===== config.mk =====
export PLATFORM = sky130hd
export DESIGN_NAME = spi_slave_sync_flat
export DESIGN_NICKNAME = d
export VERILOG_FILES = /design/src/rtl/spi_slave_sync_pkg.sv /design/src/rtl/spi_slave_sync_if.sv /design/src/rtl/spi_slave_sync_sync_bit.sv /design/src/rtl/spi_slave_sync.sv /design/src/flat_wrapper.sv
export SDC_FILE = /design/constraint.sdc
export NUM_CORES = 1
export LEC_CHECK = 0
export ABC_AREA = 1
export BUFFER_PORTS_ARGS = -buffer_cell sky130_fd_sc_hd__buf_4
export CAP_MARGIN = 20
export CORE_MARGIN = 10
export CORE_UTILIZATION = 50
export CTS_CLUSTER_DIAMETER = 150
export DETAILED_ROUTE_END_ITERATION = 16
export GPL_TIMING_DRIVEN = 0
export MAX_ROUTING_LAYER = met4
export PLACE_DENSITY_LB_ADDON = 0.05
export SLEW_MARGIN = 10
export SYNTH_ARGS = -nofsm -noshare
export SYNTH_HDL_FRONTEND = slang
export SYNTH_SLANG_ARGS = --single-unit

===== constraint.sdc =====
create_clock -name clk_i -period 2 [get_ports clk_i]
set_clock_uncertainty 0.15 [all_clocks]
set_input_delay 0.1 -clock clk_i [delete_from_list [all_inputs] [get_ports clk_i]]
set_output_delay 0.1 -clock clk_i [all_outputs]
set_load 0.02 [all_outputs]

===== src/rtl/spi_slave_sync_pkg.sv =====
// spi_slave_sync_pkg
//   Shared definitions for the oversampled SPI slave: SPI mode encodings
//   ({CPOL, CPHA} pairs), legal parameter bounds and a helper that tells
//   which SCK edge is the sample edge for a given mode.
package spi_slave_sync_pkg;

   // Legal parameter ranges, checked at elaboration by the top level.
   localparam int WIDTH_MIN       = 4;
   localparam int WIDTH_MAX       = 32;
   localparam int SYNC_STAGES_MIN = 2;

   // Mode encoding is {CPOL, CPHA}.
   typedef enum logic [1:0] {
      SPI_MODE0 = 2'b00,
      SPI_MODE1 = 2'b01,
      SPI_MODE2 = 2'b10,
      SPI_MODE3 = 2'b11
   } spi_mode_e;

   // The leading edge is rising when CPOL=0. Sampling happens on the
   // leading edge for CPHA=0 and on the trailing edge for CPHA=1, so the
   // sample edge is rising exactly when CPOL equals CPHA.
   function automatic logic sample_on_rise(input spi_mode_e mode);
      return (mode[1] == mode[0]);
   endfunction

endpackage


===== src/rtl/spi_slave_sync_if.sv =====
// spi_slave_sync_if
//   Glue-side bus of the SPI slave: the TX holding-register handshake and
//   the RX word / status strobes.
//   tx_data_i/tx_valid_i -> slave, tx_ready_o <- slave: a word moves into
//     the holding register in any cycle where tx_valid_i and tx_ready_o
//     are both high; tx_data_i is ignored while tx_ready_o is low.
//   rx_data_o     <- last complete received word
//   rx_valid_o    <- one-cycle strobe, rx_data_o just updated
//   tx_underrun_o <- one-cycle strobe, a word load found the holding
//                    register empty and sent zeros
interface spi_slave_sync_if #(
   parameter int WIDTH = 8
) ();
   import spi_slave_sync_pkg::*;

   logic [WIDTH-1:0] tx_data_i;
   logic             tx_valid_i;
   logic             tx_ready_o;
   logic [WIDTH-1:0] rx_data_o;
   logic             rx_valid_o;
   logic             tx_underrun_o;

   modport slave (
      input  tx_data_i, tx_valid_i,
      output tx_ready_o, rx_data_o, rx_valid_o, tx_underrun_o
   );

   modport master (
      output tx_data_i, tx_valid_i,
      input  tx_ready_o, rx_data_o, rx_valid_o, tx_underrun_o
   );
endinterface


===== src/rtl/spi_slave_sync_sync_bit.sv =====
// sync_bit
//   Single-bit synchroniser chain of STAGES flip-flops with an
//   asynchronous active-low reset to RST_VAL.
//   clk_i   in : destination clock
//   rst_n_i in : asynchronous active-low reset
//   d_i     in : asynchronous input
//   q_o     out: synchronised output
module sync_bit
   import spi_slave_sync_pkg::*;
#(
   parameter int STAGES  = 2,
   parameter bit RST_VAL = 1'b0
) (
   input  logic clk_i,
   input  logic rst_n_i,
   input  logic d_i,
   output logic q_o
);

   logic [STAGES-1:0] sync_q;
   logic [STAGES-1:0] sync_d;

   assign sync_d = {sync_q[STAGES-2:0], d_i};

   always_ff @(posedge clk_i or negedge rst_n_i) begin
      if (!rst_n_i) sync_q <= {STAGES{RST_VAL}};
      else          sync_q <= sync_d;
   end

   assign q_o = sync_q[STAGES-1];

endmodule


===== src/rtl/spi_slave_sync.sv =====
// spi_slave_sync
//   SPI slave running entirely on the system clock. SCK, CS and MOSI are
//   oversampled through synchronisers; SCK edges are found by comparing
//   successive synchronised values.
//   clk_i, rst_n_i        : system clock, asynchronous active-low reset
//   spi_sck_i/cs_i/mosi_i : SPI pins from the master (CS active low)
//   spi_miso_o            : slave data out
//   spi_miso_oe_o         : MISO output enable, high while selected
//   glue_if               : TX holding handshake and RX/underrun strobes
module spi_slave_sync
   import spi_slave_sync_pkg::*;
#(
   parameter int WIDTH       = 8,
   parameter bit CPOL        = 1'b0,
   parameter bit CPHA        = 1'b0,
   parameter bit MSB_FIRST   = 1'b1,
   parameter int SYNC_STAGES = 2
) (
   input  logic               clk_i,
   input  logic               rst_n_i,
   input  logic               spi_sck_i,
   input  logic               spi_cs_i,
   input  logic               spi_mosi_i,
   output logic               spi_miso_o,
   output logic               spi_miso_oe_o,
   spi_slave_sync_if.slave    glue_if
);

   localparam int                CNT_W    = $clog2(WIDTH);
   localparam spi_mode_e         MODE     = spi_mode_e'({CPOL, CPHA});
   localparam logic [CNT_W-1:0]  LAST_BIT = CNT_W'(WIDTH - 1);

   if (WIDTH < WIDTH_MIN || WIDTH > WIDTH_MAX) begin : g_bad_width
      $error("spi_slave_sync: WIDTH out of range 4..32");
   end
   if (SYNC_STAGES < SYNC_STAGES_MIN) begin : g_bad_sync
      $error("spi_slave_sync: SYNC_STAGES must be at least 2");
   end

   logic sck_s, cs_s, mosi_s;

   // Idle values: SCK rests at CPOL, CS rests deselected.
   sync_bit #(.STAGES(SYNC_STAGES), .RST_VAL(CPOL)) u_sync_sck (
      .clk_i(clk_i), .rst_n_i(rst_n_i), .d_i(spi_sck_i), .q_o(sck_s));
   sync_bit #(.STAGES(SYNC_STAGES), .RST_VAL(1'b1)) u_sync_cs (
      .clk_i(clk_i), .rst_n_i(rst_n_i), .d_i(spi_cs_i), .q_o(cs_s));
   sync_bit #(.STAGES(SYNC_STAGES), .RST_VAL(1'b0)) u_sync_mosi (
      .clk_i(clk_i), .rst_n_i(rst_n_i), .d_i(spi_mosi_i), .q_o(mosi_s));

   logic             sck_prev_q, sel_prev_q;
   logic [CNT_W-1:0] bit_cnt_q, bit_cnt_d;
   logic [WIDTH-1:0] rx_sr_q, rx_sr_d;
   logic [WIDTH-1:0] tx_sr_q, tx_sr_d;
   logic [WIDTH-1:0] hold_q, hold_d;
   logic             hold_full_q, hold_full_d;
   logic [WIDTH-1:0] rx_data_q, rx_data_d;
   logic             rx_valid_q, rx_valid_d;
   logic             underrun_q, underrun_d;
   logic             load_pend_q, load_pend_d;

   logic sel, sel_rise, sck_rise, sck_fall;
   logic sample_edge, shift_edge, load, accept;
   logic [WIDTH-1:0] rx_next, tx_shifted;

   assign sel      = ~cs_s;
   assign sel_rise = sel & ~sel_prev_q;
   assign sck_rise = sck_s & ~sck_prev_q;
   assign sck_fall = ~sck_s & sck_prev_q;

   assign sample_edge = sel & (sample_on_rise(MODE) ? sck_rise : sck_fall);
   assign shift_edge  = sel & (sample_on_rise(MODE) ? sck_fall : sck_rise);

   // CPHA=0 must present bit 0 before the first sample edge, so it loads on
   // select and on the shift edge after a word's last sample. CPHA=1 shifts
   // out on the leading edge, so the first shift edge of a word loads.
   assign load = CPHA ? (shift_edge & (bit_cnt_q == '0))
                      : (sel_rise | (shift_edge & load_pend_q));

   assign accept = glue_if.tx_valid_i & ~hold_full_q;

   assign rx_next    = MSB_FIRST ? {rx_sr_q[WIDTH-2:0], mosi_s}
                                 : {mosi_s, rx_sr_q[WIDTH-1:1]};
   assign tx_shifted = MSB_FIRST ? {tx_sr_q[WIDTH-2:0], 1'b0}
                                 : {1'b0, tx_sr_q[WIDTH-1:1]};

   always_comb begin
      bit_cnt_d   = bit_cnt_q;
      rx_sr_d     = rx_sr_q;
      tx_sr_d     = tx_sr_q;
      hold_d      = hold_q;
      hold_full_d = hold_full_q;
      rx_data_d   = rx_data_q;
      rx_valid_d  = 1'b0;
      underrun_d  = 1'b0;
      load_pend_d = load_pend_q;

      if (!sel) begin
         // Deselect abandons the word in flight; the holding register stays.
         bit_cnt_d   = '0;
         rx_sr_d     = '0;
         tx_sr_d     = '0;
         load_pend_d = 1'b0;
      end else begin
         if (sample_edge) begin
            rx_sr_d = rx_next;
            if (bit_cnt_q == LAST_BIT) begin
               bit_cnt_d   = '0;
               rx_data_d   = rx_next;
               rx_valid_d  = 1'b1;
               load_pend_d = ~CPHA;
            end else begin
               bit_cnt_d = bit_cnt_q + 1'b1;
            end
         end
         if (load) begin
            tx_sr_d     = hold_full_q ? hold_q : '0;
            underrun_d  = ~hold_full_q;
            load_pend_d = 1'b0;
         end else if (shift_edge) begin
            tx_sr_d = tx_shifted;
         end
      end

      // accept needs an empty register and a consuming load needs a full one,
      // so at most one of these applies; an empty-register load never bypasses.
      if (accept) begin
         hold_d      = glue_if.tx_data_i;
         hold_full_d = 1'b1;
      end else if (load && hold_full_q) begin
         hold_full_d = 1'b0;
      end
   end

   always_ff @(posedge clk_i or negedge rst_n_i) begin
      if (!rst_n_i) begin
         sck_prev_q  <= CPOL;
         sel_prev_q  <= 1'b0;
         bit_cnt_q   <= '0;
         rx_sr_q     <= '0;
         tx_sr_q     <= '0;
         hold_q      <= '0;
         hold_full_q <= 1'b0;
         rx_data_q   <= '0;
         rx_valid_q  <= 1'b0;
         underrun_q  <= 1'b0;
         load_pend_q <= 1'b0;
      end else begin
         sck_prev_q  <= sck_s;
         sel_prev_q  <= sel;
         bit_cnt_q   <= bit_cnt_d;
         rx_sr_q     <= rx_sr_d;
         tx_sr_q     <= tx_sr_d;
         hold_q      <= hold_d;
         hold_full_q <= hold_full_d;
         rx_data_q   <= rx_data_d;
         rx_valid_q  <= rx_valid_d;
         underrun_q  <= underrun_d;
         load_pend_q <= load_pend_d;
      end
   end

   assign spi_miso_o            = MSB_FIRST ? tx_sr_q[WIDTH-1] : tx_sr_q[0];
   assign spi_miso_oe_o         = sel;
   assign glue_if.tx_ready_o    = ~hold_full_q;
   assign glue_if.rx_data_o     = rx_data_q;
   assign glue_if.rx_valid_o    = rx_valid_q;
   assign glue_if.tx_underrun_o = underrun_q;

endmodule


===== src/flat_wrapper.sv =====
// flat-port wrapper written by rule: the top's interface ports become plain ports
module spi_slave_sync_flat import spi_slave_sync_pkg::*;
#(
   parameter int WIDTH       = 8,
   parameter bit CPOL        = 1'b0,
   parameter bit CPHA        = 1'b0,
   parameter bit MSB_FIRST   = 1'b1,
   parameter int SYNC_STAGES = 2
)
  (clk_i, rst_n_i, spi_sck_i, spi_cs_i, spi_mosi_i, spi_miso_o, spi_miso_oe_o, glue_if_tx_data_i, glue_if_tx_valid_i, glue_if_tx_ready_o, glue_if_rx_data_o, glue_if_rx_valid_o, glue_if_tx_underrun_o);
  spi_slave_sync_if #(.WIDTH(WIDTH)) glue_if_i ();
  input  logic clk_i;
  input  logic rst_n_i;
  input  logic spi_sck_i;
  input  logic spi_cs_i;
  input  logic spi_mosi_i;
  output logic spi_miso_o;
  output logic spi_miso_oe_o;
  input wire logic [$bits(glue_if_i.tx_data_i)-1:0] glue_if_tx_data_i;
  input wire logic [$bits(glue_if_i.tx_valid_i)-1:0] glue_if_tx_valid_i;
  output wire logic [$bits(glue_if_i.tx_ready_o)-1:0] glue_if_tx_ready_o;
  output wire logic [$bits(glue_if_i.rx_data_o)-1:0] glue_if_rx_data_o;
  output wire logic [$bits(glue_if_i.rx_valid_o)-1:0] glue_if_rx_valid_o;
  output wire logic [$bits(glue_if_i.tx_underrun_o)-1:0] glue_if_tx_underrun_o;
  assign glue_if_i.tx_data_i = glue_if_tx_data_i;
  assign glue_if_i.tx_valid_i = glue_if_tx_valid_i;
  assign glue_if_tx_ready_o = glue_if_i.tx_ready_o;
  assign glue_if_rx_data_o = glue_if_i.rx_data_o;
  assign glue_if_rx_valid_o = glue_if_i.rx_valid_o;
  assign glue_if_tx_underrun_o = glue_if_i.tx_underrun_o;
  spi_slave_sync #(.WIDTH(WIDTH), .CPOL(CPOL), .CPHA(CPHA), .MSB_FIRST(MSB_FIRST), .SYNC_STAGES(SYNC_STAGES)) u_core (.clk_i(clk_i), .rst_n_i(rst_n_i), .spi_sck_i(spi_sck_i), .spi_cs_i(spi_cs_i), .spi_mosi_i(spi_mosi_i), .spi_miso_o(spi_miso_o), .spi_miso_oe_o(spi_miso_oe_o), .glue_if(glue_if_i));
endmodule

==> flow_summary.ini, run 1 <==
[outcome]
outcome = finished, final reports clean

[worst_setup_path]
cpMaxStageDelayCell = dfrtp_1
r2r_setup_slack_ns = 0.41
worstSetupPathType = reg -> reg
endpoint_kind = flip-flop
path_cells = ha_1 -> ha_1 -> nand4_4 -> buf_2 -> nand2_1 -> o21ai_1
path_max_fanout = 10
crit_family = adder cells
cp.depth = 6
r2r_start = u_core.bit_cnt_q[0]$_DFFE_PN0P_
crit_buf_inv = 1
rr_endpoint = u_core.glue_if.rx_data_o[5]$_DFFE_PN0P_
cp.arrival_ns = 1.72
path_common_cell = ha_1
rr_worst_depth = 6
start_kind = flip-flop
max_stage_delay_ns = 0.42
cp.required_ns = 2.14

[placed_design]
place_inst = 239
post_dp_cell_area_mm2 = 0.00205
portBuffers = 26
gp_congestion = 0.769
dp_hpwl_um = 2420

[power]
cellLeakagePower_nw = 1.13
power_density_mw_per_mm2 = 813
vdd_drop_max_v = 0.000595
total_power_mw = 1.84

[final_layout]
num_antenna_cells = 0
final_cells = 260
nFillCells = 280
design_area_mm2 = 0.00226
syn_to_final_growth_pct = 25.7
layout-drive-gt1-share = 0.234
ff_latch_area_mm2 = 0.00115
nets = 229
multi_input_area_um2 = 566

[floorplan]
die_h_um = 80.0
die_area_mm2 = 0.00639
rows = 21
pin_count = 27
core-area_mm2 = 0.00342
initial_utilization = 0.526
die_width_um = 80.0

[worst_hold_path]
hold_class = in -> async

[detailed_routing]
wl_um = 3410
drt-vias-per-instance = 4.93
wl_per_cell_um = 13.1
drcViolationCount = 0
drt_iter0_drc = 62
first_pass_iters = 4
ant_nets = 0
vias = 1282

[timing]
whs_ns = 0.121
hold_viol_final = 0
period_share = 0.793
tns_ns = 0
min_period_ns = 1.59
worst_pin_slew_ns = 0.552
slew_viol_final = 0
setup_violations = 0
max_freq_ghz = 0.631
max_slew_margin = 0.632
rsz0062_at_grt = no

[synthesis]
syn_avg_cell_area_um2 = 10.8
syn_area_mm2 = 0.00180
synth_seq_cells = 46
yosysWarnings = 0
synth-seq-area-share = 0.642
netlist_instances = 167
synthesis.nets = 183
synth_cell_types = 20

[clocking]
cts_tree = built
cts_buffers = 5
cts_sinks = 46
clock-root-buffer = clkbuf_4
insertion_delay_ns = 0.34
clkTransAtPathRegs_ns = 0.12
cts_htree_levels = 2
clock_path_buffers = 2

[grt]
grt_use_total = 0.119
grt_pass1_wl_um = 5910
antenna_found_initial = 0
grt_pass1_vias = 1310
grt_max_degree = 47
grt-ovfl-total = 0

[run]
cap_violations = 0
[through the flow]
| step | utilization | setup slack [ns] |
|---|---|---|
| after CTS | 0.662 | 0.406 |
| after floorplan | - | 0.565 |
| after detailed placement | 0.600 | 0.429 |
| after global placement | 0.600 | 0.457 |
| after global routing | 0.662 | 0.318 |
| final | 0.662 | 0.414 |
[layout make-up]
type / count / share of cell area
tap: 46 / 0.0255
buffer: 3 / 0.00664
inverter: 17 / 0.0282
clock buffer: 8 / 0.0349
multi-input combinational: 101 / 0.250
sequential: 46 / 0.511
timing repair buffer: 39 / 0.144
[power breakdown]
part           internal (mW)  switching, mW
clock                  0.241          0.277
combinational          0.113          0.126
sequential              1.02         0.0572
total                   1.38          0.459
[flip-flops by register name, summed over array words and instances (netlist names), 2 cells and up]
name                       cells
u_core.glue_if.rx_data_o       8
u_core.hold_q                  8
u_core.tx_sr_q                 8
u_core.rx_sr_q                 7
u_core.bit_cnt_q               3
u_core.u_sync_cs.sync_q        2
u_core.u_sync_mosi.sync_q      2
u_core.u_sync_sck.sync_q       2
[worst max path at each step]
stage | start | end | slack [ns]
floorplan | u_core.bit_cnt_q[0]$_DFFE_PN0P_ | u_core.glue_if.rx_data_o[4]$_DFFE_PN0P_ | 0.57
global placement | u_core.bit_cnt_q[0]$_DFFE_PN0P_ | u_core.glue_if.rx_data_o[5]$_DFFE_PN0P_ | 0.46
detailed placement | u_core.bit_cnt_q[0]$_DFFE_PN0P_ | u_core.glue_if.rx_data_o[7]$_DFFE_PN0P_ | 0.43
CTS | u_core.bit_cnt_q[0]$_DFFE_PN0P_ | u_core.glue_if.rx_data_o[7]$_DFFE_PN0P_ | 0.41
global route | u_core.bit_cnt_q[0]$_DFFE_PN0P_ | u_core.glue_if.rx_data_o[5]$_DFFE_PN0P_ | 0.32
finish | u_core.bit_cnt_q[0]$_DFFE_PN0P_ | u_core.glue_if.rx_data_o[5]$_DFFE_PN0P_ | 0.41
[synthesized netlist by cell type]
library cell   n  share of area
a21oi_1        1         0.0028
a31oi_2        1         0.0070
buf_2          3         0.0083
dfrtp_1       44           0.61
dfstp_2        2          0.029
ha_1           2          0.014
inv_1         11          0.023
inv_2          6          0.013
mux2_1         8          0.050
nand2_1       40          0.084
nand2_2        2         0.0070
nand3_1       19          0.053
nand4_1        1         0.0035
nand4_2        1         0.0070
nand4_4        1          0.012
nor2_1         2         0.0042
nor3_1         1         0.0028
o21ai_1       12          0.033
o22ai_1        8          0.028
or2_1          2         0.0070
[cell usage in the layout (no fill, tap or decap), types with 2 or more instances in the layout]
cell / n
mux2_1: 8
clkbuf_4: 5
nor2_1: 2
or2_1: 2
nand2_2: 2
inv_2: 6
inv_1: 11
dfstp_2: 2
dfrtp_1: 44
dlygate4sd3_1: 13
buf_4: 26
clkbuf_8: 3
o21ai_1: 12
nand2_1: 40
ha_1: 2
o22ai_1: 8
nand3_1: 19
buf_2: 3
[per-layer routing]
| metal | share of wire | up-vias | global-route usage |
|---|---|---|---|
| met5 | 0 | - | - |
| met4 | 0.0097 | 0 | 0.0317 |
| met3 | 0.063 | 5 | 0.0507 |
| met2 | 0.44 | 31 | 0.173 |
| met1 | 0.49 | 595 | 0.147 |
| li1 | - | 651 | - |
[kinds of logic (layout without fill, tap and decap cells)]
logic type / after synthesis / after routing / synth area share
AND/OR/NAND/NOR: 69 / 69 / 0.180
flip-flops: 46 / 46 / 0.642
AO/OA/AOI/OAI: 22 / 22 / 0.0710
buffers and inverters: 20 / 67 / 0.0438
multiplexers: 8 / 8 / 0.0501
adder cells (fa/ha/maj): 2 / 2 / 0.0139
[timing repair]
| item | 4_1_cts | 5_1_grt |
|---|---|---|
| hold buffers | 13 | 0 |
| hold endpoints to repair | 58 | 0 |
| buffers inserted | 0 | 0 |
| gates resized for setup | 0 | 0 |
Power figures use the tool's default switching activity.
==> run 2, diff against run 1 <==
==> constraint.sdc (replaced) <==
create_clock -name clk_i -period 1.6 [get_ports clk_i]
set_clock_uncertainty 0.15 [all_clocks]
set_input_delay 0.08 -clock clk_i [delete_from_list [all_inputs] [get_ports clk_i]]
set_output_delay 0.08 -clock clk_i [all_outputs]
set_load 0.02 [all_outputs]
==> flow_summary.ini, run 2 (synthesized netlist as in run 1, its figures left out) <==
[outcome]
outcome = finished, final reports clean

[detailed_routing]
ant_nets = 0
wl_um = 3430
vias = 1280
drcViolationCount = 0
first_pass_iters = 4
drt_iter0_drc = 72
drt-vias-per-instance = 4.92
wl_per_cell_um = 13.2

[clocking]
postCtsSetupBuffers = 0
insertion_delay_ns = 0.34
clock-root-buffer = clkbuf_4
cts_tree = built
clkTransAtPathRegs_ns = 0.12
clock_path_buffers = 2
cts_buffers = 5
cts_htree_levels = 2
cts_sinks = 46

[power]
power_density_mw_per_mm2 = 1010
cellLeakagePower_nw = 1.13
intPower_mw = 1.72
p_clk_frac = 0.281
switchingPower_mw = 0.571
swShare = 0.249
vdd_drop_max_v = 0.000744
pwr-share-comb = 0.130
seqPwrFrac = 0.589

[final_layout]
final_common_cell = dfrtp_1
final_cell_mix = dfrtp_1, nand2_1, buf_4
syn_to_final_growth_pct = 26.0
nets = 229
num_antenna_cells = 0
layout-drive-gt1-share = 0.234

[timing]
min_period_ns = 1.52
period_share = 0.947
tns_ns = 0
worst_pin_slew_ns = 0.554
setup_violations = 0
hold_viol_final = 0
max_slew_margin = 0.631
slew_viol_final = 0
fin_ws_ns = 0.0842
max_freq_ghz = 0.660
rsz0062_at_grt = no

[run]
cap_violations = 0

[grt]
grt_use_total = 0.119
grt-ovfl-total = 0
grt_pass1_vias = 1310
antenna_found_initial = 0
grt_max_degree = 47
grt_pass1_wl_um = 5910

[worst_setup_path]
path_max_fanout = 10
rr_worst_depth = 4
cp.required_ns = 1.68
start_kind = flip-flop
worstSetupPathType = reg -> reg
endpoint_kind = flip-flop
cp.arrival_ns = 1.59

[placed_design]
gp_congestion = 0.769
place_ws_ns = 0.0290
dp_hpwl_um = 2420
portBuffers = 26

[floorplan]
die_area_mm2 = 0.00639
die_h_um = 80.0
rows = 21
die_width_um = 80.0
initial_utilization = 0.526
core-area_mm2 = 0.00342
pin_count = 27

[worst_hold_path]
hold_class = in -> async
run 2: cell counts in the layout (fill, tap and decap cells not counted):
No cell type changed its count.
run 2: area by class of cell:
class                   count  area (um^2)
plain buffers               3         21.3
clock buffers               8         78.8
fillers                   279         1150
inverters                  17         63.8
multi-input cells         101          566
flip-flops and latches     46         1150
well taps                  46         57.6
repair buffers             39          325
run 2: metal layers:
layer | up-vias | track usage | part of all wire
met3 | 5 | 0.0507 | 0.064
met2 | 33 | 0.173 | 0.43
met1 | 590 | 0.147 | 0.49
met5 | - | - | 0
met4 | 0 | 0.0317 | 0.0096
li1 | 652 | - | -
run 2: power groups by stage:
stage	logic, mW	registers, mW	clock network [mW]
after floorplan	0.173	1.35	0
after global placement	0.267	1.37	0
after detailed placement	0.278	1.37	0
after CTS	0.304	1.35	0.658
after global routing	0.336	1.37	0.709
final	0.298	1.35	0.643
run 2: metrics by stage:
step / total power, mW / hold WS [ns] / cell area [um^2] / std cells / util
after floorplan: 1.53 / -0.366 / 1800 / 167 / -
after global placement: 1.63 / -0.0439 / 2050 / 239 / 0.600
after detailed placement: 1.65 / -0.0352 / 2050 / 239 / 0.600
after CTS: 2.31 / 0.119 / 2260 / 260 / 0.662
after global routing: 2.41 / 0.139 / 2270 / 260 / 0.663
final: 2.29 / 0.104 / 2270 / 260 / 0.663
run 2: worst paths after layout:
path	startpoint	end	slack [ns]
max	u_core.u_sync_cs.sync_q[1]$_DFF_PN1_	u_core.rx_sr_q[4]$_DFFE_PN0P_	0.08
min	rst_n_i	u_core.glue_if.rx_data_o[4]$_DFFE_PN0P_	0.10
max reg2reg	u_core.u_sync_cs.sync_q[1]$_DFF_PN1_	u_core.rx_sr_q[4]$_DFFE_PN0P_	0.08
min reg2reg	u_core.u_sync_cs.sync_q[0]$_DFF_PN1_	u_core.u_sync_cs.sync_q[1]$_DFF_PN1_	0.21
max in group asynchronous	rst_n_i	u_core.u_sync_cs.sync_q[1]$_DFF_PN1_	0.82
min in group clk_i	u_core.u_sync_cs.sync_q[0]$_DFF_PN1_	u_core.u_sync_cs.sync_q[1]$_DFF_PN1_	0.21
run 2: what timing repair did:
item | in CTS | in global routing
gates resized for setup | 0 | 3
setup endpoints to repair | 0 | 8
hold buffers | 13 | 0
hold endpoints to repair | 58 | 0
run 2: worst max-delay path, stage by stage, from the launching register on:
cell and delay (ns):
dfstp_2 0.60, inv_2 0.11, o21ai_1 0.16, buf_2 0.27, o22ai_1 0.10
